`src/rtl/spc_counter_if.sv`:
```
// ---------------------------------------------------------------------------
// spc_counter_if
// Bundles the single-photon counter's detector, gate, window-select and
// result signals so that the counter and its driver share one connection.
//
// Parameters:
//   SEL_W  width of the history window-select
//   CNT_W  width of the photon count / SPC data word
//
// Signals:
//   i_photon      asynchronous detector TTL pulse
//   i_gate        count gate (synchronous to the system clock)
//   i_window_sel  history index, 0 = most recent window
//   o_spc_data    registered count of the selected window
//   o_window_done one-cycle pulse when a window count is pushed to history
//   o_counting    high while a window is being counted
//
// Modports:
//   master  drives the inputs and observes the results (parser side)
//   slave   the counter itself
// ---------------------------------------------------------------------------
interface spc_counter_if #(
  parameter int SEL_W = 1,
  parameter int CNT_W = 16
);
  logic             i_photon;
  logic             i_gate;
  logic [SEL_W-1:0] i_window_sel;
  logic [CNT_W-1:0] o_spc_data;
  logic             o_window_done;
  logic             o_counting;

  modport master (
    output i_photon,
    output i_gate,
    output i_window_sel,
    input  o_spc_data,
    input  o_window_done,
    input  o_counting
  );

  modport slave (
    input  i_photon,
    input  i_gate,
    input  i_window_sel,
    output o_spc_data,
    output o_window_done,
    output o_counting
  );
endinterface

```
`src/rtl/spc_counter.sv`:
```
// ---------------------------------------------------------------------------
// spc_counter
// Single-photon counter front end for the sequencer's instruction parser.
// Counts rising edges of the asynchronous detector pulse while the gate is
// high, pushes each finished window's count into a history shift register and
// presents the selected window's count as registered SPC data.
//
// Ports:
//   sys_clock  system clock, all logic on the rising edge
//   i_reset_n  synchronous, active-low reset
//   bus        spc_counter_if.slave (photon, gate, window select, results)
//
// Parameters:
//   DEPTH  number of stored count windows (>= 1)
//   SEL_W  window-select width (2**SEL_W >= DEPTH)
//   CNT_W  count width
//
// Build option:
//   SPC_SATURATE_EN  when defined the window counter saturates at all-ones;
//                    otherwise it wraps modulo 2**CNT_W.
// ---------------------------------------------------------------------------
module spc_counter #(
  parameter int DEPTH = 2,
  parameter int SEL_W = 1,
  parameter int CNT_W = 16
) (
  input  logic          sys_clock,
  input  logic          i_reset_n,
  spc_counter_if.slave  bus
);

  typedef enum logic [0:0] {
    IDLE  = 1'b0,
    COUNT = 1'b1
  } state_e;

  state_e           state_q, state_d;
  logic             sync1_q, sync2_q, edge_q;
  logic             photon_edge_s;
  logic [SEL_W-1:0] sel_s;
  logic [CNT_W-1:0] cnt_q, cnt_d;
  logic [CNT_W-1:0] hist_q [DEPTH];
  logic [CNT_W-1:0] hist_d [DEPTH];
  logic [CNT_W-1:0] spc_data_q, spc_data_d;
  logic             done_q, done_d;

  // One cycle after the second synchronizer stage rises, edge_q catches up,
  // so the edge pulse lasts exactly one cycle per detector pulse.
  assign photon_edge_s = sync2_q & ~edge_q;
  assign sel_s         = bus.i_window_sel;

  // Photon synchronizer and edge-detect flops.
  always_ff @(posedge sys_clock) begin
    if (!i_reset_n) begin
      sync1_q <= 1'b0;
      sync2_q <= 1'b0;
      edge_q  <= 1'b0;
    end else begin
      sync1_q <= bus.i_photon;
      sync2_q <= sync1_q;
      edge_q  <= sync2_q;
    end
  end

  // Window state machine: counting, push to history, done pulse.
  always_comb begin
    state_d = state_q;
    cnt_d   = cnt_q;
    hist_d  = hist_q;
    done_d  = 1'b0;
    case (state_q)
      IDLE: begin
        if (bus.i_gate) begin
          cnt_d   = {CNT_W{1'b0}};
          state_d = COUNT;
        end else begin
          state_d = IDLE;
        end
      end
      COUNT: begin
        if (bus.i_gate) begin
          if (photon_edge_s) begin
`ifdef SPC_SATURATE_EN
            if (cnt_q != {CNT_W{1'b1}}) begin
              cnt_d = cnt_q + CNT_W'(1);
            end else begin
              cnt_d = cnt_q;
            end
`else
            cnt_d = cnt_q + CNT_W'(1);
`endif
          end else begin
            cnt_d = cnt_q;
          end
        end else begin
          // Gate fell: an edge arriving in this same cycle is not counted.
          hist_d[0] = cnt_q;
          for (int k = 1; k < DEPTH; k++) begin
            hist_d[k] = hist_q[k-1];
          end
          done_d  = 1'b1;
          state_d = IDLE;
        end
      end
      default: begin
        state_d = IDLE;
      end
    endcase
  end

  // Output select: out-of-range indices read as zero.
  always_comb begin
    spc_data_d = {CNT_W{1'b0}};
    for (int k = 0; k < DEPTH; k++) begin
      spc_data_d = (int'(sel_s) == k) ? hist_q[k] : spc_data_d;
    end
  end

  // State, counter, history and output registers.
  always_ff @(posedge sys_clock) begin
    if (!i_reset_n) begin
      state_q    <= IDLE;
      cnt_q      <= {CNT_W{1'b0}};
      spc_data_q <= {CNT_W{1'b0}};
      done_q     <= 1'b0;
      for (int k = 0; k < DEPTH; k++) begin
        hist_q[k] <= {CNT_W{1'b0}};
      end
    end else begin
      state_q    <= state_d;
      cnt_q      <= cnt_d;
      spc_data_q <= spc_data_d;
      done_q     <= done_d;
      for (int k = 0; k < DEPTH; k++) begin
        hist_q[k] <= hist_d[k];
      end
    end
  end

  assign bus.o_spc_data    = spc_data_q;
  assign bus.o_window_done = done_q;
  assign bus.o_counting    = (state_q == COUNT);

endmodule

```
`src/flat_wrapper.sv`:
```
// flat-port wrapper written by rule: the top's interface ports become plain ports
module spc_counter_flat 
#(
  parameter int DEPTH = 2,
  parameter int SEL_W = 1,
  parameter int CNT_W = 16
)
  (sys_clock, i_reset_n, bus_i_photon, bus_i_gate, bus_i_window_sel, bus_o_spc_data, bus_o_window_done, bus_o_counting);
  spc_counter_if #(.SEL_W(SEL_W), .CNT_W(CNT_W)) bus_i ();
  input  logic sys_clock;
  input  logic i_reset_n;
  input wire logic [$bits(bus_i.i_photon)-1:0] bus_i_photon;
  input wire logic [$bits(bus_i.i_gate)-1:0] bus_i_gate;
  input wire logic [$bits(bus_i.i_window_sel)-1:0] bus_i_window_sel;
  output wire logic [$bits(bus_i.o_spc_data)-1:0] bus_o_spc_data;
  output wire logic [$bits(bus_i.o_window_done)-1:0] bus_o_window_done;
  output wire logic [$bits(bus_i.o_counting)-1:0] bus_o_counting;
  assign bus_i.i_photon = bus_i_photon;
  assign bus_i.i_gate = bus_i_gate;
  assign bus_i.i_window_sel = bus_i_window_sel;
  assign bus_o_spc_data = bus_i.o_spc_data;
  assign bus_o_window_done = bus_i.o_window_done;
  assign bus_o_counting = bus_i.o_counting;
  spc_counter #(.DEPTH(DEPTH), .SEL_W(SEL_W), .CNT_W(CNT_W)) u_core (.sys_clock(sys_clock), .i_reset_n(i_reset_n), .bus(bus_i));
endmodule
```
`config.mk`:
```
export PLATFORM = sky130hd
export DESIGN_NAME = spc_counter_flat
export DESIGN_NICKNAME = d
export VERILOG_FILES = /design/src/rtl/spc_counter_if.sv /design/src/rtl/spc_counter.sv /design/src/flat_wrapper.sv
export SDC_FILE = /design/constraint.sdc
export NUM_CORES = 1
export LEC_CHECK = 0
export ABC_AREA = 1
export BUFFER_PORTS_ARGS = -buffer_cell sky130_fd_sc_hd__buf_2
export CORE_UTILIZATION = 42
export DETAILED_ROUTE_END_ITERATION = 10
export SETUP_SLACK_MARGIN = 0.4
export SLEW_MARGIN = 20
export SYNTH_ARGS = -nofsm -noshare
export SYNTH_HDL_FRONTEND = slang
export SYNTH_SLANG_ARGS = --single-unit
```
`constraint.sdc`:
```
create_clock -name sys_clock -period 1.4 [get_ports sys_clock]
set_clock_uncertainty 0.1 [all_clocks]
set_input_delay 0.28 -clock sys_clock [delete_from_list [all_inputs] [get_ports sys_clock]]
set_output_delay 0.28 -clock sys_clock [all_outputs]
set_load 0.05 [all_outputs]
```
Word-level counts from Yosys, hierarchy flattened. Index checks and enable logic that the tools add are counted.

Add/subtract/negate cells: 1. Eq/ne operators: 3. Muxes and demuxes: 7. Bitwise logic cells: 4. Reductions and logical operators: 3.

Operators with widths (count): 16-bit 2-to-1 mux (4); 16-bit one-hot mux with 2 select lines (1); 16-bit by 1-bit adder with 16-bit output (second input constant) (1); 2-bit != test (second input constant) (3); 2-bit AND reduction (2); 1-bit NOT (3); 3-bit AND reduction (1); 1-bit 2-to-1 mux (2); 1-bit bitwise AND (1).

Register bits: 69. Input port bits: 5. Logic and storage cells: 27.

Longest topological paths before layout. Gate-level depths: netlist of the first run.

Word-level depth: 5. Mapped depth: 9. Depth with buffers taken out: 9.

Least setup slack after synthesis of the first run. OpenSTA, ideal clock, no wires.

Path kind: flip-flop to flip-flop. Start: register u_core.state_q (netlist: u_core.bus.o_counting). End: register u_core.hist_q[0] (netlist name). Library setup time: 116 ps. Arrival time: 1387 ps. Path slack: -203 ps. Cell stages (with the launch flop): 7. Path buffers: 1. Period minus slack after synthesis: 1603 ps. Path through: dfxtp_1 inv_1 nor2_1 inv_1 buf_2 nor2_1 nor2_1.

Longest elaborated chain between the ends: 1.

Ends and longest elaborated chain: from (decl) (RTL line spc_counter.sv:37) `state_e state_q, state_d;`; from (signal assigned) (RTL line spc_counter.sv:130) `state_q <= state_d;`; 2-bit AND reduction (no line); to (signal, indexed assignment) (RTL line spc_counter.sv:127) `hist_q[k] <= {CNT_W{1'b0}};`; to (signal, indexed assignment) (RTL line spc_counter.sv:135) `hist_q[k] <= hist_d[k];`; to (decl) (RTL line spc_counter.sv:42) `logic [CNT_W-1:0] hist_q [DEPTH];`.

Every way passes these cells. A chain may end at the register's enable or synchronous reset.

Final worst setup path of the first run.
Start: register u_core.cnt_q[2]. End: register u_core.cnt_q[13].

Longest elaborated chain between the ends: 4.

Ends and longest elaborated chain: from (decl) (RTL line spc_counter.sv:41) `logic [CNT_W-1:0] cnt_q, cnt_d;`; from (signal assigned) (RTL line spc_counter.sv:123) `cnt_q <= {CNT_W{1'b0}};`; from (signal assigned) (RTL line spc_counter.sv:131) `cnt_q <= cnt_d;`; 16-bit by 1-bit adder with 16-bit output (RTL line spc_counter.sv:90) `cnt_d = cnt_q + CNT_W'(1);`; 16-bit 2-to-1 mux (RTL line spc_counter.sv:82) `if (photon_edge_s) begin`; 16-bit 2-to-1 mux (RTL line spc_counter.sv:81) `if (bus.i_gate) begin`; 16-bit one-hot mux with 2 select lines (RTL line spc_counter.sv:71) `case (state_q)`.

Every way passes these cells. The select of a mux whose other input is x is not followed.

==> impl_metrics.tcl, run 1 <==
set metrics [dict create \
    crit_family "simple AND/OR/NAND/NOR gates" \
    syn_area_sq_um 2594 \
    synth_fp_nets 359 \
    antenna_left 0 \
    drtIter0Drc 105 \
    multi_input_area_sq_um 1419 \
    dr_total_vias 2355 \
    final_area_sq_um 3897 \
    final.period_utilization 0.9239 \
    ys_seq_elements 69 \
    crit_fanout 6 \
    rows 28 \
    postCtsHoldBufs 0 \
    relSlewSlack 0.8148 \
    synth_top_area_share 0.5326 \
    syn_avg_cell_area_sq_um 7.348 \
    cts_buffer_depth 2 \
    max_freq_mhz 773.1 \
    ys_seq_area_frac 0.5326 \
    antenna_cells 0 \
    die_w_um 80.59 \
    drive_gt1_frac 0.4338 \
    grt_pass1_wl_um 9915 \
    clockRootBuffer "clkbuf_8" \
    clock_latency_ns 0.35 \
    cts_tree "yes" \
    die_h_um 80.59 \
    hold_path.class "input pin to flip-flop" \
    yosysUniqueCellTypes 16 \
    yosysTopAreaCell "dfxtp_1" \
    arrival_ns 1.43 \
    path_class "flip-flop to flip-flop" \
    critPathRequiredTime_ns 1.54 \
    wire_per_inst_um 12.87 \
    p_leak_nw 1.564 \
    grt-ovfl-total 0 \
    yosysWarningCount 0 \
    wl_um 6217 \
    crit_path_start_kind "flip-flop" \
    status "complete, no violations" \
    tightest_slew_ns 0.2778 \
    antenna_found_initial 0 \
    numCtsBuffers 9 \
    crit_path_max_incr_delay_ns 0.39 \
    htreeDepth 3 \
    critPathCaptureType "flip-flop" \
    area.growth.synth_to_final_pct 50.27 \
    maxCapViolCount 0 \
    drt-pass1-iter-count 4 \
    placed_cell_area_sq_um 2934 \
    start_util 0.4355 \
    crit_chain "nand3_1, nor2_4, nand2_2, nor2_4, nand2_1, nand2_1, nor2_1" \
    core-area_sq_um 5956 \
    cpMaxStageDelayCell "dfxtp_4" \
    hold_viol_final 0 \
    crit_buf_inv 0 \
    io_pins 23 \
    netlist_top_cells_area "dfxtp_1 53%, nor2_1 16%, o21ai_0 9.8%" \
    place.gp.congestion 0.8536 \
    finalSetupViolations 0 \
    synth_cells 353 \
    grt_max_degree 54 \
    clkTransAtPathRegs_ns 0.07 \
    gr-usage-all-layers 0.2036 \
    final_common_cell "nor2_1" \
    ir_drop_v 0.0007209 \
    utilization 0.6544 \
    final_max_slew_viol_count 0 \
    drc 0 \
    final_cell_mix "88 x nor2_1, 42 x dfxtp_1, 38 x nand2_1, 26 x o21ai_2, 23 x dfxtp_2" \
    grt_pass1_vias 2124 \
    power_density_nw_per_um2 1052 \
    nets 409 \
    io_buffers 22 \
    grt_setup_unrepaired "true" \
    vias_per_cell 4.876 \
    place_hpwl_um 3352 \
    fin_crit_ns 1.293 \
    register_area_sq_um 1425 \
    die_area_sq_um 6494 \
    fill_cells 479 \
    cts_sinks 69 \
]
-- metrics by stage --
stage                     setup TNS [ns]  power, W  std cells  setup slack (ns)  hold WS, ns
after global placement                 0  0.002487        447           0.04052       0.3015
after CTS                              0  0.004071        477            0.1197     0.003852
final                                  0  0.004099        483            0.1066      0.01773
after detailed placement               0  0.002492        447           0.01636       0.3074
after floorplan                        0  0.002408        353            0.1504       0.2523
after global routing            -0.01349  0.004259        483          -0.01349      0.03135
-- power by group --
part	leakage, nW	switching (W)	internal (W)
Sequential	0.576	0.0000696	0.00204
Clock	0.0856	0.000795	0.000647
Combinational	0.903	0.000310	0.000234
-- final timing paths --
check | startpoint | end | slack (ns) | cells past startpoint
worst max-delay path | u_core.cnt_q[2] | u_core.cnt_q[13] | 0.11 | 7
worst max register to register | u_core.cnt_q[2] | u_core.cnt_q[13] | 0.11 | 7
worst min register to register | u_core.sync1_q | u_core.sync2_q | 0.32 | 2
worst min-delay path | bus_i_photon | u_core.sync1_q | 0.02 | 3
-- state kept, by name (all words and copies together) (netlist names) --
name / flops
u_core.hist_q: 32
u_core.bus.o_spc_data: 16
u_core.cnt_q: 16
u_core.bus.o_counting: 1
u_core.bus.o_window_done: 1
u_core.edge_q: 1
u_core.sync1_q: 1
u_core.sync2_q: 1
-- kinds of logic after synthesis --
group / count (synthesis) / synth area share
and+or+nand+nor: 176 / 0.2677
AOI/OAI and AO/OA: 69 / 0.1375
adders and majority gates: 1 / 0.004823
buffers and inverters: 38 / 0.05740
DFF: 69 / 0.5326
-- final cells by class --
class,count,share of cell area
Clock inverter,7,0.01316
Tap cell,75,0.02408
Multi-Input combinational cell,246,0.3640
Clock buffer,9,0.03178
Inverter,23,0.02761
Timing Repair Buffer,52,0.1666
Sequential cell,69,0.3657
Timing Repair inverter,2,0.007063
-- worst min-delay path: stages --
cell     delay, ns
buf_2         0.07
nand2_1       0.04
inv_1         0.04
-- routing by layer --
metal | up-vias | global-route usage | share of wire
li1 | 1227 | - | -
met1 | 1081 | 0.2510 | 0.47
met2 | 38 | 0.3331 | 0.48
met3 | 9 | 0.05682 | 0.034
met4 | 0 | 0.08036 | 0.015
met5 | - | 0 | 0
-- synthesized netlist by cell type --
| library cell | n |
|---|---|
| nor2_4 | 1 |
| a21oi_1 | 17 |
| buf_2 | 5 |
| nor2_2 | 2 |
| nand2_1 | 48 |
| nand3_1 | 10 |
| nor3_1 | 3 |
| o21ai_0 | 51 |
| nand4_1 | 1 |
| inv_1 | 23 |
| dfxtp_1 | 69 |
| clkbuf_1 | 10 |
| nor2_1 | 110 |
| o21ai_4 | 1 |
| nand2_2 | 1 |
| ha_1 | 1 |
-- what timing repair did --
action	in CTS	in global routing
hold endpoints to repair	0	0
gates cloned	5	1
setup buffers	9	5
gates resized for setup	141	53
pin swaps	28	19
setup endpoints to repair	65	66
Note: power is estimated with default switching activity, not from simulation.
==> run 2, diff against run 1 <==
- SETUP_SLACK_MARGIN: 0.4 -> default
==> run 2 against run 1 <==
Effect of this change:
- combinational power down 32%
- worst setup slack worse by 0.068 ns
- sequential power barely moved
- final cell count is 2.7% lower
- register-to-register slack got worse by 0.07 ns
- non-clock buffer count is 10 lower
- clock power is 19% higher
- critical path depth unchanged
- sequential share of layout area up 6.8 points
- via count is 5.6% lower
- largest cell class unchanged
- largest power group unchanged
==> impl_metrics.tcl, run 2 (synthesis gave the netlist of run 1 again) <==
set metrics [dict create \
    status "complete, no violations" \
    pwr-share-comb 0.089 \
    largest_reg_flops 32 \
    grt-ovfl-total 0 \
    max_freq_mhz 734.4 \
    io_pins 23 \
    final_common_cell "nor2_1" \
    io_buffers 22 \
    finalSetupViolations 0 \
    ir_drop_v 0.0006611 \
    grt_max_degree 54 \
    grt_pass1_wl_um 9066 \
    p_int_w 0.003116 \
    critPathCaptureType "flip-flop" \
    crit_path_start_kind "flip-flop" \
    p_seq_frac 0.499 \
    p_leak_nw 1.413 \
    largest_register "u_core.hist_q" \
    cts_sinks 69 \
    clkTransAtPathRegs_ns 0.07 \
    gr-usage-all-layers 0.1874 \
    clock_latency_ns 0.35 \
    cpMaxStageDelayCell "dfxtp_2" \
    swShare 0.2519 \
    wire_per_inst_um 11.40 \
    numCtsBuffers 9 \
    relSlewSlack 0.8348 \
    antenna_cells 0 \
    tightest_slew_ns 0.2495 \
    switchingPower_w 0.001049 \
    maxCapViolCount 0 \
    critPathRequiredTime_ns 1.55 \
    die_area_sq_um 6494 \
    fin_crit_ns 1.362 \
    drt-pass1-iter-count 4 \
    cts_tree "yes" \
    setup_tns_ns 0 \
    die_h_um 80.59 \
    drtIter0Drc 88 \
    total_power_w 0.004165 \
    place.gp.congestion 0.8626 \
    core-area_sq_um 5956 \
    drc 0 \
    crit_chain "buf_4, nand3_1, nor2_2, buf_4, nand3_1, o21ai_1, nor2_1" \
    vias_per_cell 4.732 \
    path_class "flip-flop to flip-flop" \
    arrival_ns 1.51 \
    power_density_nw_per_um2 1296 \
    grt_setup_unrepaired "true" \
    crit_fanout 3 \
    setup_ws_ns 0.03841 \
    crit_path_max_incr_delay_ns 0.35 \
    drive_gt1_frac 0.2051 \
    wl_um 5357 \
    final_cell_mix "101 x nor2_1, 64 x dfxtp_1, 50 x o21ai_0, 45 x nand2_1, 23 x inv_1" \
    postCtsHoldBufs 0 \
    cts_buffer_depth 2 \
    clockRootBuffer "clkbuf_8" \
    dr_total_vias 2224 \
    hold_slack_ns 0.009273 \
    antenna_left 0 \
    hold_viol_final 0 \
    nets 397 \
    p_clk_frac 0.412 \
    antenna_found_initial 0 \
    final_max_slew_viol_count 0 \
    final.period_utilization 0.9726 \
    hold_path.class "input pin to flip-flop" \
    htreeDepth 3 \
    area.growth.synth_to_final_pct 23.88 \
    start_util 0.4355 \
    utilization 0.5395 \
    place_hpwl_um 3313 \
    grt_pass1_vias 2016 \
    rows 28 \
    die_w_um 80.59 \
    post-place-ws_ns -0.008598 \
]
-- run 2: changes by cell type in the layout (fill, tap and decap cells not counted), moves of 5 or more --
cell,delta
buf_2,+18
buf_6,-7
buf_8,-15
dfxtp_1,+22
dfxtp_2,-20
inv_1,+5
nand2_1,+7
nor2_1,+13
nor2_4,-13
o21ai_0,+31
o21ai_2,-26
-- run 2: final timing paths --
| path | start | endpoint | slack (ns) | cells past startpoint |
|---|---|---|---|---|
| max | u_core.cnt_q[0] | u_core.cnt_q[7] | 0.04 | 7 |
| min | bus_i_photon | u_core.sync1_q | 0.009 | 3 |
| max reg2reg | u_core.cnt_q[0] | u_core.cnt_q[7] | 0.04 | 7 |
| min reg2reg | u_core.sync1_q | u_core.sync2_q | 0.32 | 2 |
-- run 2: metal layers --
| layer | vias up | global-route usage | wire, um |
|---|---|---|---|
| met2 | 26 | 0.2746 | 2201 |
| met4 | 0 | 0.07500 | 89 |
| met3 | 8 | 0.06818 | 188 |
| met5 | - | 0 | 0 |
| met1 | 997 | 0.2472 | 2878 |
| li1 | 1193 | - | - |
-- run 2: final cells by class --
cell class              count  area (sq um)
multi-input cells         246          1134
inverters                  23         86.33
repair buffers             42         297.8
fillers                   580          2743
flip-flops and latches     69          1393
well taps                  75         93.84
clock inverters             3         43.79
clock buffers              12         165.2
-- run 2: per-stage QoR --
stage / cell area (sq um) / std cells
after floorplan: 2597 / 353
after global placement: 2914 / 453
after detailed placement: 2914 / 453
after CTS: 3126 / 468
after global routing: 3213 / 470
final: 3213 / 470
-- run 2: timing repair --
item,4_1_cts,5_1_grt
pin swaps,0,8
setup endpoints to repair,2,9
setup buffers,0,2
gates resized for setup,1,23
-- run 2: power groups by stage --
stage | clock network [W] | logic, W | registers (W)
final | 0.00172 | 0.000372 | 0.00208
after global routing | 0.00182 | 0.000415 | 0.00209
after CTS | 0.00174 | 0.000366 | 0.00208
after detailed placement | 0 | 0.000364 | 0.00212
after global placement | 0 | 0.000361 | 0.00212
after floorplan | 0 | 0.000161 | 0.00222
-- run 2: critical path: cells and delay by family (launching register included) --
family	cells	cell delay (ns)
DFF	1	0.35
AOI/OAI and AO/OA	1	0.13
and+or+nand+nor	4	0.42
buffers and inverters	2	0.26
